**config.mk**
```make
export PLATFORM = sky130hd
export DESIGN_NAME = load_dispatch
export DESIGN_NICKNAME = d
export VERILOG_FILES = /design/src/rtl/load_dispatch.sv
export SDC_FILE = /design/constraint.sdc
export NUM_CORES = 1
export LEC_CHECK = 0
export ABC_AREA = 1
export ABC_CLOCK_PERIOD_IN_PS = 1600
export CAP_MARGIN = 25
export CORE_MARGIN = 10
export CORE_UTILIZATION = 44
export CTS_CLUSTER_DIAMETER = 50
export DETAILED_ROUTE_END_ITERATION = 7
export HOLD_SLACK_MARGIN = 0.08
export MAX_ROUTING_LAYER = met4
export PLACE_DENSITY = 0.79
export SLEW_MARGIN = 20
export SYNTH_ARGS = -nofsm -noshare
export SYNTH_HDL_FRONTEND = slang
export SYNTH_SLANG_ARGS = --single-unit
export TNS_END_PERCENT = 50
```
**constraint.sdc**
```tcl
create_clock -name clk -period 1.6 [get_ports clk]
set_input_delay 0.24 -clock clk [delete_from_list [all_inputs] [get_ports clk]]
set_output_delay 0.24 -clock clk [all_outputs]
set_load 0.01 [all_outputs]
```
**src/rtl/load_dispatch.sv**
```systemverilog
// Job dispatcher: routes each accepted job to the least-used worker channel and pulses ce/id back to the counter stage.
// Optional feature: define LOAD_DISPATCH_SKIP_BUSY_EN to redirect jobs away from a target channel that is not ready at acceptance.
module load_dispatch #(
    parameter int W_D        = 32,
    parameter int SETTLE_CYC = 2
) (
    input  logic           clk,
    input  logic           rst_n,
    input  logic           in_valid,
    output logic           in_ready,
    input  logic [W_D-1:0] in_data,
    input  logic [1:0]     min_id,
    output logic [3:0]     out_valid,
    input  logic [3:0]     out_ready,
    output logic [W_D-1:0] out_data,
    output logic           ce,
    output logic [1:0]     id,
    output logic           busy
);

    typedef enum logic [1:0] {
        IDLE   = 2'd0,
        ISSUE  = 2'd1,
        SETTLE = 2'd2
    } state_t;

    localparam logic [3:0] SETTLE_LOAD = 4'(SETTLE_CYC);

    state_t         state_q, state_d;
    logic [1:0]     target_q, target_d;
    logic [3:0]     cnt_q, cnt_d;
    logic           in_ready_q, in_ready_d;
    logic [3:0]     out_valid_q, out_valid_d;
    logic [W_D-1:0] out_data_q, out_data_d;
    logic           ce_q, ce_d;
    logic [1:0]     id_q, id_d;
    logic           busy_q, busy_d;
    logic [1:0]     target_sel;

    always_comb begin
        target_sel = min_id;
`ifdef LOAD_DISPATCH_SKIP_BUSY_EN
        // Descending scan so the lowest ready index wins.
        if (!out_ready[min_id]) begin
            for (int i = 3; i >= 0; i--) begin
                if (out_ready[i]) begin
                    target_sel = 2'(i);
                end
            end
        end
`endif
    end

    always_comb begin
        state_d     = state_q;
        target_d    = target_q;
        cnt_d       = cnt_q;
        in_ready_d  = in_ready_q;
        out_valid_d = out_valid_q;
        out_data_d  = out_data_q;
        ce_d        = 1'b0;
        id_d        = id_q;
        busy_d      = busy_q;
        case (state_q)
            IDLE: begin
                in_ready_d = 1'b1;
                busy_d     = 1'b0;
                if (in_valid && in_ready_q) begin
                    out_data_d  = in_data;
                    target_d    = target_sel;
                    out_valid_d = 4'b0001 << target_sel;
                    in_ready_d  = 1'b0;
                    busy_d      = 1'b1;
                    state_d     = ISSUE;
                end
            end
            ISSUE: begin
                if (out_ready[target_q]) begin
                    out_valid_d = 4'b0000;
                    ce_d        = 1'b1;
                    id_d        = target_q;
                    cnt_d       = SETTLE_LOAD;
                    state_d     = SETTLE;
                end
            end
            SETTLE: begin
                // The ce cycle itself counts as the first settle cycle.
                if (cnt_q == 4'd0) begin
                    in_ready_d = 1'b1;
                    busy_d     = 1'b0;
                    state_d    = IDLE;
                end else begin
                    cnt_d = cnt_q - 4'd1;
                end
            end
            default: begin
                out_valid_d = 4'b0000;
                in_ready_d  = 1'b0;
                busy_d      = 1'b0;
                cnt_d       = 4'd0;
                state_d     = IDLE;
            end
        endcase
    end

    always_ff @(posedge clk or negedge rst_n) begin
        if (!rst_n) begin
            state_q     <= IDLE;
            target_q    <= 2'b00;
            cnt_q       <= 4'd0;
            in_ready_q  <= 1'b0;
            out_valid_q <= 4'b0000;
            out_data_q  <= '0;
            ce_q        <= 1'b0;
            id_q        <= 2'b00;
            busy_q      <= 1'b0;
        end else begin
            state_q     <= state_d;
            target_q    <= target_d;
            cnt_q       <= cnt_d;
            in_ready_q  <= in_ready_d;
            out_valid_q <= out_valid_d;
            out_data_q  <= out_data_d;
            ce_q        <= ce_d;
            id_q        <= id_d;
            busy_q      <= busy_d;
        end
    end

    assign in_ready  = in_ready_q;
    assign out_valid = out_valid_q;
    assign out_data  = out_data_q;
    assign ce        = ce_q;
    assign id        = id_q;
    assign busy      = busy_q;

endmodule

```
* After elaboration in Yosys (flattened, before gate mapping)
Index checks and enable logic that the tools add are counted.
** Word-level totals
- Register bits :: 49
- Memory bits (writable) :: 0
- Bits in read-only memories :: 0
- Bits of input ports :: 41
- Bits in latches :: 0
- Memories :: 0
** Cells by class
- Divide/modulo/power cells :: 0
- Reduce and logical (&&, ||, !) cells :: 9
- Order comparisons :: 1
- Bitwise gates (word level) :: 3
- Multipliers :: 0
- Add/sub/neg operators :: 1
- Shifts and indexed selects :: 1
- Mux-type cells :: 20
- Equal/unequal tests :: 6
** Operators with widths (number)
- 4-bit case mux with 3 select lines :: 2
- 4-bit 2-to-1 mux :: 4
- 3-bit AND reduction :: 3
- 2-bit != test (second input constant) :: 4
- 1-bit 2-to-1 mux :: 7
- 2-bit 2-to-1 mux :: 3
- 1-bit case mux with 3 select lines :: 2
- 2-bit case mux with 3 select lines :: 1
- 2-bit AND reduction :: 3
- 4-bit logical NOT :: 1
- 1-bit by 2-bit left shift with 4-bit output (first input constant) :: 1
- 4-bit by 1-bit subtractor with 4-bit output (second input constant) :: 1
- 2-bit by 3-bit less-than comparator with 1-bit output (second input constant) :: 1
- 1-bit inverter :: 3
- 1-bit binary-select mux with 2-bit select :: 1
- 2-bit by 1-bit == test with 1-bit output (second input constant) :: 1
- 2-bit == test (second input constant) :: 1
- 2-bit logical NOT :: 1
- 1-bit logical AND :: 1

* Logic depth before layout (Yosys ltp)
Gate-level depths: netlist (run 1).
- Word-level depth :: 4
- Gate-level depth with buffers :: 9
- Gate-level depth less buffers :: 8

* Worst setup path before layout (run 1)
No wires, ideal clock.
- Path type :: register to register
- Start :: reg state_q[0]
- End :: reg out_data_q[12], in the netlist out_data[12]
- Data arrival time :: 1.365 ns
- Data required time :: 1.475 ns
- Cell stages (with the launch flop) :: 7
- Slack :: 0.109 ns
- Path buffers :: 2
- Setup time :: 0.125 ns
- Path through :: dfrtp_1 inv_1 ha_1 buf_4 nand3_4 buf_6 mux2_4
** On the way
- Word-level cells in the longest chain between the ends :: 2
** RTL lines
- from (decl) :: line 29 : state_t state_q, state_d;
- from (signal assigned) :: line 118 : state_q <= state_d;
- 2-bit logical NOT :: line 64 : case (state_q)
- 2-bit AND reduction (no source line)
- to (signal assigned) :: line 123 : out_data_q <= out_data_d;
- to (decl) :: line 34 : logic [W_D-1:0] out_data_q, out_data_d;
No other way between the ends.
A chain may end at the register's enable or synchronous reset.

* Worst setup path in the final report (run 1)
- Start :: reg in_ready_q, in the netlist in_ready
- End :: out in_ready
** RTL lines
- from (decl) :: line 32 : logic in_ready_q, in_ready_d;
- from (signal assigned) :: line 121 : in_ready_q <= in_ready_d;
- to (decl) :: line 10 : output logic in_ready,
No word-level cell between the ends.

==> flow_summary.yaml, run 1 <==
status:
  status: "completed"
global_routing:
  antenna_found_initial: 0
  overflow: 0
  grt_pass1_vias: 1696
  grt_max_degree: 24
  track_usage_pct: 13.7
  grt_pass1_wl_um: 8780
sta:
  timing.fmax_mhz: 661
  hold_viol: 0
  slew_violations: 0
  timing.final.crit_share_pct: 94.5
  skew_ns: 0.00831
  fin_setup_tns_ns: 0
  worst_slew_pin_slew_ns: 0.322
  min_period_ns: 1.51
  holdWs_ns: 0.365
  setup_viol: 0
  rsz0062_at_grt: "false"
  max_slew_margin_pct: 78.6
critical_path:
  worst_r2r_endpoint: "id[1]"
  cp-start-kind: "flip-flop"
  cp_slowest_stage_delay_ns: 0.55
  crit_start: "in_ready"
  endpoint_kind: "output pin"
  cp_slowest_cell: "clkdlybuf4s50_1"
  critical_path.max_fanout: 4
  crit_required_ns: 1.36
  reg2reg_depth: 6
  r2r-start: "state_q[1]"
  critPathKind: "reg -> out"
  crit_buf_inv: 1
  regToRegSetupSlack_ns: 0.16
  crit_arrival_ns: 1.27
  crit_family: "buffers and inverters"
  crit_chain: "clkdlybuf4s50_1"
die:
  pin_count: 82
  die_y_um: 90.8
  initial_utilization_pct: 46.1
  die_w_um: 90.8
  dieArea_um2: 8240
  placementRows: 25
  core_um2: 4790
drt:
  vias_per_cell: 4.69
  antenna_left: 0
  drt-wirelength-per-cell_um: 15.5
  firstDrtPassIters: 4
  vias: 1612
  drc: 0
  drt_iter0_drc: 40
  wl_um: 5350
synthesis:
  ys_ff_latch: 49
  netlist_area_um2: 2200
  yosysTopAreaCellShare_pct: 55.6
  yosysTopAreaCell: "dfrtp_1"
  syn_area_per_cell_um2: 12.1
  synth_ff_type: "dfrtp_1"
  yosysWarningCount: 0
  synth_nets: 229
  ys_top_cells_by_count: "49 x dfrtp_1, 38 x nand2_1, 25 x mux2_4, 13 x inv_1, 13 x nand3_1"
  synth-edff-count: 0
  synth_cell_types: 19
  synth_cells: 182
  yosysSeqAreaShare_pct: 55.6
  synth.most_common_cell: "dfrtp_1"
  yosys-top-cells-area: "dfrtp_1 56%, mux2_4 17%, nand2_1 6.5%, mux2_2 3.6%, ha_1 3.4%"
  async_reset_ff_share_pct: 100
placed_design:
  dpl.hpwl_um: 4350
  dp.cells: 335
  globalplace.congestion: 0.801
  port_buffers: 81
final_layout:
  n_fill_cell: 363
  fin_cells: 344
  drive_gt1_share_pct: 20.2
  final_nets: 323
  antenna_cells: 0
  area_delta_synth_final_pct: 48.8
worst_hold_path:
  min_path_type: "in -> async"
cts:
  root_buffer: "clkbuf_8"
  cts_buffers: 5
  clk_latency_ns: 0.30
  cts_num_sinks: 49
  cts.clk_slew.worst_paths_ns: 0.09
  cts_tree: "yes"
  cts_buffer_depth: 2
  post_cts_buffers: 0
  htree_levels: 2
job:
  max_cap_viol_count: 0
power_and_ir_drop:
  p_leak_nw: 1.55
  vdd_drop_max_uv: 840
  powerDensity_nw_per_um2: 1920
-- state kept, by name (all words and copies together), names as in the netlist --
signal	cells
out_data	32
cnt_q	4
out_valid	4
id	2
state_q	2
target_q	2
busy	1
ce	1
in_ready	1
-- area by class of cell --
class / instances / area (um^2) / share of cell area, %
sequential: 49 / 1230 / 37.4
timing repair buffer: 91 / 933 / 28.5
multi-input combinational: 115 / 897 / 27.3
tap: 67 / 83.8 / 2.56
clock buffer: 6 / 72.6 / 2.21
inverter: 14 / 52.6 / 1.60
clock inverter: 2 / 13.8 / 0.420
-- kinds of logic (layout without fill, tap and decap cells) --
kind of cell / count (synthesis) / after routing / share of synthesized area, %
AOI/OAI and AO/OA: 14 / 14 / 3.46
adders and majority gates: 6 / 6 / 3.41
buffers and inverters: 18 / 113 / 4.26
DFF: 49 / 49 / 55.6
muxes: 32 / 32 / 20.6
and+or+nand+nor: 63 / 63 / 12.7
-- placed cells by master, fill, tap and decap left out --
cell,Yosys,layout
ha_1,6,5
o21ai_0,9,8
inv_1,13,13
o21a_1,2,2
clkinv_2,0,1
buf_12,0,4
nor2_1,6,6
o22ai_1,1,1
dfrtp_2,0,1
ha_4,0,1
inv_6,0,1
inv_2,1,1
nand4_1,2,2
mux2_4,25,25
nand3_4,1,1
buf_2,0,1
clkdlybuf4s50_1,0,80
clkbuf_8,0,5
mux2_2,7,7
dfrtp_1,49,48
clkbuf_1,0,1
o21ai_1,0,1
nand2_1,38,38
nand3_1,13,13
nand2_2,2,2
a21oi_1,2,2
buf_4,1,5
or2_2,1,1
dlygate4sd3_1,0,1
-- how the worst max path moves through the flow --
stage / depth (start not counted) / end / slack [ns]
floorplan: 6 / out_data[12] / 0.11
global placement: 5 / out_data[14] / 0.07
detailed placement: 6 / out_valid[3] / 0.04
CTS: 1 / in_ready / 0.009
global route: 6 / id[0] / 0.009
finish: 1 / in_ready / 0.09
-- stage by stage --
stage / power, W / setup slack (ns) / utilization, % / instance area, um^2
after floorplan: 0.00397 / 0.109 / - / 2200
after global placement: 0.00548 / 0.0700 / 66.2 / 3170
after detailed placement: 0.00557 / 0.0398 / 66.2 / 3170
after CTS: 0.00632 / 0.00914 / 68.3 / 3270
after global routing: 0.00675 / 0.00900 / 68.5 / 3280
final: 0.00630 / 0.0878 / 68.5 / 3280
-- where the power goes --
group / switching (W) / internal (W)
sequential: 0.000358 / 0.00183
clock: 0.000411 / 0.000312
combinational: 0.00140 / 0.00198
-- per-layer routing --
| metal | up-vias | routed length, um | GRT usage (%) |
|---|---|---|---|
| met5 | - | 0 | - |
| li1 | 788 | - | - |
| met4 | 0 | 77 | 5.48 |
| met1 | 780 | 2230 | 15.2 |
| met2 | 38 | 2870 | 23.7 |
| met3 | 6 | 161 | 2.41 |
-- repair_timing --
item,4_1_cts,5_1_grt
hold buffers,1,0
resized for setup,0,4
endpoints found under the hold margin,11,0
endpoints found under the setup margin,0,40
Power figures use the tool's default switching activity.
==> run 2, diff against run 1 <==
--- a/config.mk
+++ b/config.mk
@@ -14,7 +14,7 @@
 export DETAILED_ROUTE_END_ITERATION = 7
 export HOLD_SLACK_MARGIN = 0.08
 export MAX_ROUTING_LAYER = met4
-export PLACE_DENSITY = 0.79
+export PLACE_DENSITY_LB_ADDON = 0.2
 export SLEW_MARGIN = 20
 export SYNTH_ARGS = -nofsm -noshare
 export SYNTH_HDL_FRONTEND = slang
==> run 2 against run 1 <==
  * Sequential share of layout area is 0.43 points higher
  * Wire length fell by 1.9%
  * Power shrank 1.5%
  * Hold slack improved by 0.084 ns
  * Count of clock-buffer cells in the layout down 1
  * Non-clock buffer count decreased by 3
  * Design area down 1.1%
  * Core utilization down 0.78 points
  * Clock skew is 0.0012 ns higher
  * Register-to-register slack got worse by 0.05 ns
  * Global-route usage down 0.50 points
  * Largest cell class unchanged
==> flow_summary.yaml, run 2 (synthesis results as in run 1) <==
sta:
  setup_ws_ns: 0.0873
  hold_viol: 0
  setup_viol: 0
  fin_setup_tns_ns: 0
  timing.final.crit_share_pct: 94.5
  skew_ns: 0.00947
  max_slew_margin_pct: 78.6
  rsz0062_at_grt: "false"
  timing.fmax_mhz: 661
  slew_violations: 0
  worst_slew_pin_slew_ns: 0.320
  min_period_ns: 1.51
drt:
  drt-wirelength-per-cell_um: 15.4
  firstDrtPassIters: 4
  drt_iter0_drc: 68
  wl_um: 5250
  drc: 0
  antenna_left: 0
  vias: 1619
  vias_per_cell: 4.75
final_layout:
  drive_gt1_share_pct: 20.1
  n_fill_cell: 391
  antenna_cells: 0
  most-common-layout-cells: "80 x clkdlybuf4s50_1, 48 x dfrtp_1, 37 x nand2_1"
  final_nets: 320
  mostFrequentLayoutCell: "clkdlybuf4s50_1"
  area_delta_synth_final_pct: 47.1
  largest_register_ffs: 32
power_and_ir_drop:
  clkPwrFrac_pct: 11.7
  powerDensity_nw_per_um2: 1910
  vdd_drop_max_uv: 974
  p_sw_w: 0.00214
  internal_power_w: 0.00407
  p_leak_nw: 1.51
  combinationalPowerShare_pct: 53.1
  swShare_pct: 34.5
  pwr-share-seq_pct: 35.3
critical_path:
  r2r-start: "state_q[1]"
  critical_path.max_fanout: 4
  cp.depth: 1
  endpoint: "in_ready"
  cp_slowest_stage_delay_ns: 0.55
  crit_arrival_ns: 1.27
  cp-start-kind: "flip-flop"
  crit_family: "buffers and inverters"
  crit_required_ns: 1.36
  endpoint_kind: "output pin"
  critPathKind: "reg -> out"
  crit_chain: "clkdlybuf4s50_1"
  cp_slowest_cell: "clkdlybuf4s50_1"
  regToRegSetupSlack_ns: 0.11
  worst_r2r_endpoint: "out_data[1]"
  crit_start: "in_ready"
  crit_buf_inv: 1
  reg2reg_depth: 5
cts:
  cts_tree: "yes"
  root_buffer: "clkbuf_8"
  cts_buffers: 5
  cts_buffer_depth: 2
  cts_num_sinks: 49
  clk_latency_ns: 0.30
  htree_levels: 2
  cts.clk_slew.worst_paths_ns: 0.09
die:
  core_um2: 4790
  initial_utilization_pct: 46.1
  die_y_um: 90.8
  dieArea_um2: 8240
  die_w_um: 90.8
  placementRows: 25
  pin_count: 82
global_routing:
  grt_max_degree: 50
  antenna_found_initial: 0
  overflow: 0
  grt_pass1_vias: 1721
  grt_pass1_wl_um: 8570
  track_usage_pct: 13.2
placed_design:
  dpl.hpwl_um: 4120
  port_buffers: 81
  globalplace.congestion: 0.832
  dp_worst_setup_slack_ns: 0.0295
worst_hold_path:
  min_path_type: "in -> async"
status:
  status: "completed"
job:
  max_cap_viol_count: 0
run 2: how the worst min path moves through the flow:
stage                     slack (ns)  start      endpoint
after floorplan                -0.06  rst_n          busy
after global placement          0.25  rst_n   out_data[0]
after detailed placement        0.25  rst_n   out_data[0]
after CTS                       0.45  rst_n  out_data[16]
after global routing            0.46  rst_n  out_data[16]
final                           0.45  rst_n  out_data[16]
run 2: metal layers:
layer  vias up  track usage, %  share of wire [%]
li1        784               -                  -
met1       773            16.0                 47
met2        55            20.5                 46
met3         7            3.74                5.8
met4         0            4.57                1.2
met5         -               -                  0
run 2: per-stage QoR:
stage / power [W] / cell area, um^2 / hold slack, ns / util, % / std cells
final: 0.00621 / 3240 / 0.448 / 67.8 / 341
after global routing: 0.00668 / 3240 / 0.463 / 67.8 / 341
after CTS: 0.00628 / 3240 / 0.455 / 67.6 / 341
after detailed placement: 0.00552 / 3140 / 0.246 / 65.5 / 332
after global placement: 0.00544 / 3140 / 0.249 / 65.5 / 332
after floorplan: 0.00397 / 2200 / -0.0556 / - / 182
run 2: power groups by stage:
stage / sequential, W / combinational (W) / clock, W
finish: 0.00219 / 0.00329 / 0.000726
global route: 0.00228 / 0.00361 / 0.000787
CTS: 0.00219 / 0.00333 / 0.000753
detailed placement: 0.00221 / 0.00331 / 0
global placement: 0.00218 / 0.00327 / 0
floorplan: 0.00241 / 0.00156 / 0
run 2: cell type report:
| cell class | instances | area, um^2 | area share, % |
|---|---|---|---|
| clock inverter | 3 | 22.5 | 0.694 |
| sequential | 49 | 1230 | 37.8 |
| multi-input combinational | 115 | 890 | 27.4 |
| inverter | 14 | 52.6 | 1.62 |
| clock buffer | 5 | 68.8 | 2.12 |
| tap | 67 | 83.8 | 2.58 |
| timing repair buffer | 88 | 898 | 27.7 |
run 2: what timing repair did:
action	CTS	global route
hold endpoints to repair	49	0
resized for setup	0	4
setup endpoints to repair	0	41
setup buffers	0	0
hold buffers	1	0
==> run 3, diff against run 2 <==
--- a/config.mk
+++ b/config.mk
@@ -14,8 +14,8 @@
 export DETAILED_ROUTE_END_ITERATION = 7
 export HOLD_SLACK_MARGIN = 0.08
 export MAX_ROUTING_LAYER = met4
-export PLACE_DENSITY_LB_ADDON = 0.2
-export SLEW_MARGIN = 20
+export PLACE_DENSITY_LB_ADDON = 0.1
+export SLEW_MARGIN = 40
 export SYNTH_ARGS = -nofsm -noshare
 export SYNTH_HDL_FRONTEND = slang
 export SYNTH_SLANG_ARGS = --single-unit
==> constraint.sdc (replaced) <==
create_clock -name clk -period 1.6 [get_ports clk]
set_input_delay 0.16 -clock clk [delete_from_list [all_inputs] [get_ports clk]]
set_output_delay 0.16 -clock clk [all_outputs]
set_load 0.01 [all_outputs]
==> run 3 against run 2 <==
  * Via count down 1.2%
  * Register-to-register slack better by 0.03 ns
  * Die area unchanged
  * Critical path depth unchanged
  * Sequential power about the same
  * Critical path type unchanged
  * Largest power group unchanged
  * Highest routed layer unchanged
==> flow_summary.yaml, run 3 (synthesis results as in run 1) <==
cts:
  cts_buffer_depth: 2
  cts_num_sinks: 49
  clk_latency_ns: 0.30
  htree_levels: 2
  cts_buffers: 5
  root_buffer: "clkbuf_8"
  cts_tree: "yes"
  cts.clk_slew.worst_paths_ns: 0.09
global_routing:
  track_usage_pct: 13.2
  grt_pass1_vias: 1615
  grt_max_degree: 50
  antenna_found_initial: 0
  overflow: 0
  grt_pass1_wl_um: 8500
die:
  dieArea_um2: 8240
  core_um2: 4790
  die_w_um: 90.8
  initial_utilization_pct: 46.1
  pin_count: 82
  placementRows: 25
  die_y_um: 90.8
drt:
  vias_per_cell: 4.66
  antenna_left: 0
  drt-wirelength-per-cell_um: 15.1
  firstDrtPassIters: 4
  drc: 0
  drt_iter0_drc: 61
  wl_um: 5180
  vias: 1599
placed_design:
  port_buffers: 81
  globalplace.congestion: 0.749
  dpl-instance-area_um2: 3140
  dpl.hpwl_um: 3950
  dp.cells: 333
sta:
  slew_violations: 0
  fin_setup_tns_ns: 0
  max_slew_margin_pct: 80.6
  setup_viol: 0
  min_period_ns: 1.46
  timing.fmax_mhz: 684
  hold_viol: 0
  timing.final.crit_share_pct: 91.4
  worst_slew_pin_slew_ns: 0.289
  rsz0062_at_grt: "false"
  skew_ns: 0.00789
status:
  status: "completed"
critical_path:
  cp_slowest_stage_delay_ns: 0.57
  crit_arrival_ns: 1.30
  crit_chain: "clkdlybuf4s50_1"
  critical_path.max_fanout: 4
  cp_slowest_cell: "clkdlybuf4s50_1"
  endpoint_kind: "output pin"
  r2r-start: "state_q[1]"
  critPathKind: "reg -> out"
  crit_required_ns: 1.44
  crit_family: "buffers and inverters"
  cp-start-kind: "flip-flop"
  crit_buf_inv: 1
  crit_start: "in_ready"
final_layout:
  drive_gt1_share_pct: 20.3
  final_nets: 322
  area_delta_synth_final_pct: 47.4
  most-common-layout-cells: "80 x clkdlybuf4s50_1, 49 x dfrtp_1, 36 x nand2_1"
  mostFrequentLayoutCell: "clkdlybuf4s50_1"
  largest_register_ffs: 32
  fin_cells: 343
  stdcell_area_um2: 3250
  antenna_cells: 0
power_and_ir_drop:
  powerDensity_nw_per_um2: 1910
  clkPwrFrac_pct: 11.3
  swShare_pct: 34.0
  internal_power_w: 0.00409
  vdd_drop_max_uv: 930
  power.total_w: 0.00620
  pwr-share-seq_pct: 34.9
  combinationalPowerShare_pct: 53.8
  p_sw_w: 0.00211
  p_leak_nw: 1.53
job:
  max_cap_viol_count: 0
worst_hold_path:
  min_path_type: "in -> async"
## run 3: metal layers
layer  part of all wire (%)  track usage (%)  vias to the layer above
met3                    5.8             4.41                        4
met5                      0                -                        -
met4                   0.69             3.52                        0
met1                     52             18.3                      745
met2                     41             17.9                       63
li1                       -                -                      787
## run 3: path summary, 6_finish.rpt
| kind | end | slack [ns] | cells past startpoint |
|---|---|---|---|
| worst max register to register | out_data[0] | 0.14 | 5 |
| worst min register to register | id[0] | 0.50 | 1 |
| worst max-delay path | in_ready | 0.14 | 1 |
| worst min-delay path | out_data[10] | 0.36 | 3 |
| max in group asynchronous | out_data[25] | 1.02 | 3 |
| min in group clk | out_data[2] | 0.46 | 2 |
## run 3: repair_timing
action / CTS / global route
setup buffers: 0 / 1
gates resized for setup: 0 / 4
hold endpoints to repair: 49 / 0
setup endpoints to repair: 0 / 8
hold buffers: 1 / 0
## run 3: cell type report
| type | count | area (um^2) |
|---|---|---|
| Inverter | 14 | 52.6 |
| Multi-Input combinational cell | 115 | 892 |
| Clock inverter | 2 | 10.0 |
| Clock buffer | 6 | 72.6 |
| Sequential cell | 49 | 1230 |
| Fill cell | 375 | 1540 |
| Tap cell | 67 | 83.8 |
| Timing Repair Buffer | 90 | 913 |
## run 3: power by group through the flow
stage,Combinational [W],Sequential (W),Clock (W)
finish,0.00334,0.00216,0.000699
global route,0.00364,0.00224,0.000778
CTS,0.00334,0.00217,0.000732
detailed placement,0.00331,0.00219,0
global placement,0.00328,0.00218,0
floorplan,0.00156,0.00241,0
## run 3: through the flow
stage | util [%] | worst slack, ns | hold WS, ns
after floorplan | - | 0.109 | -0.136
after global placement | 65.7 | 0.148 | 0.167
after detailed placement | 65.7 | 0.0689 | 0.166
after CTS | 67.6 | 0.0700 | 0.378
after global routing | 67.9 | 0.0136 | 0.402
final | 67.9 | 0.138 | 0.362
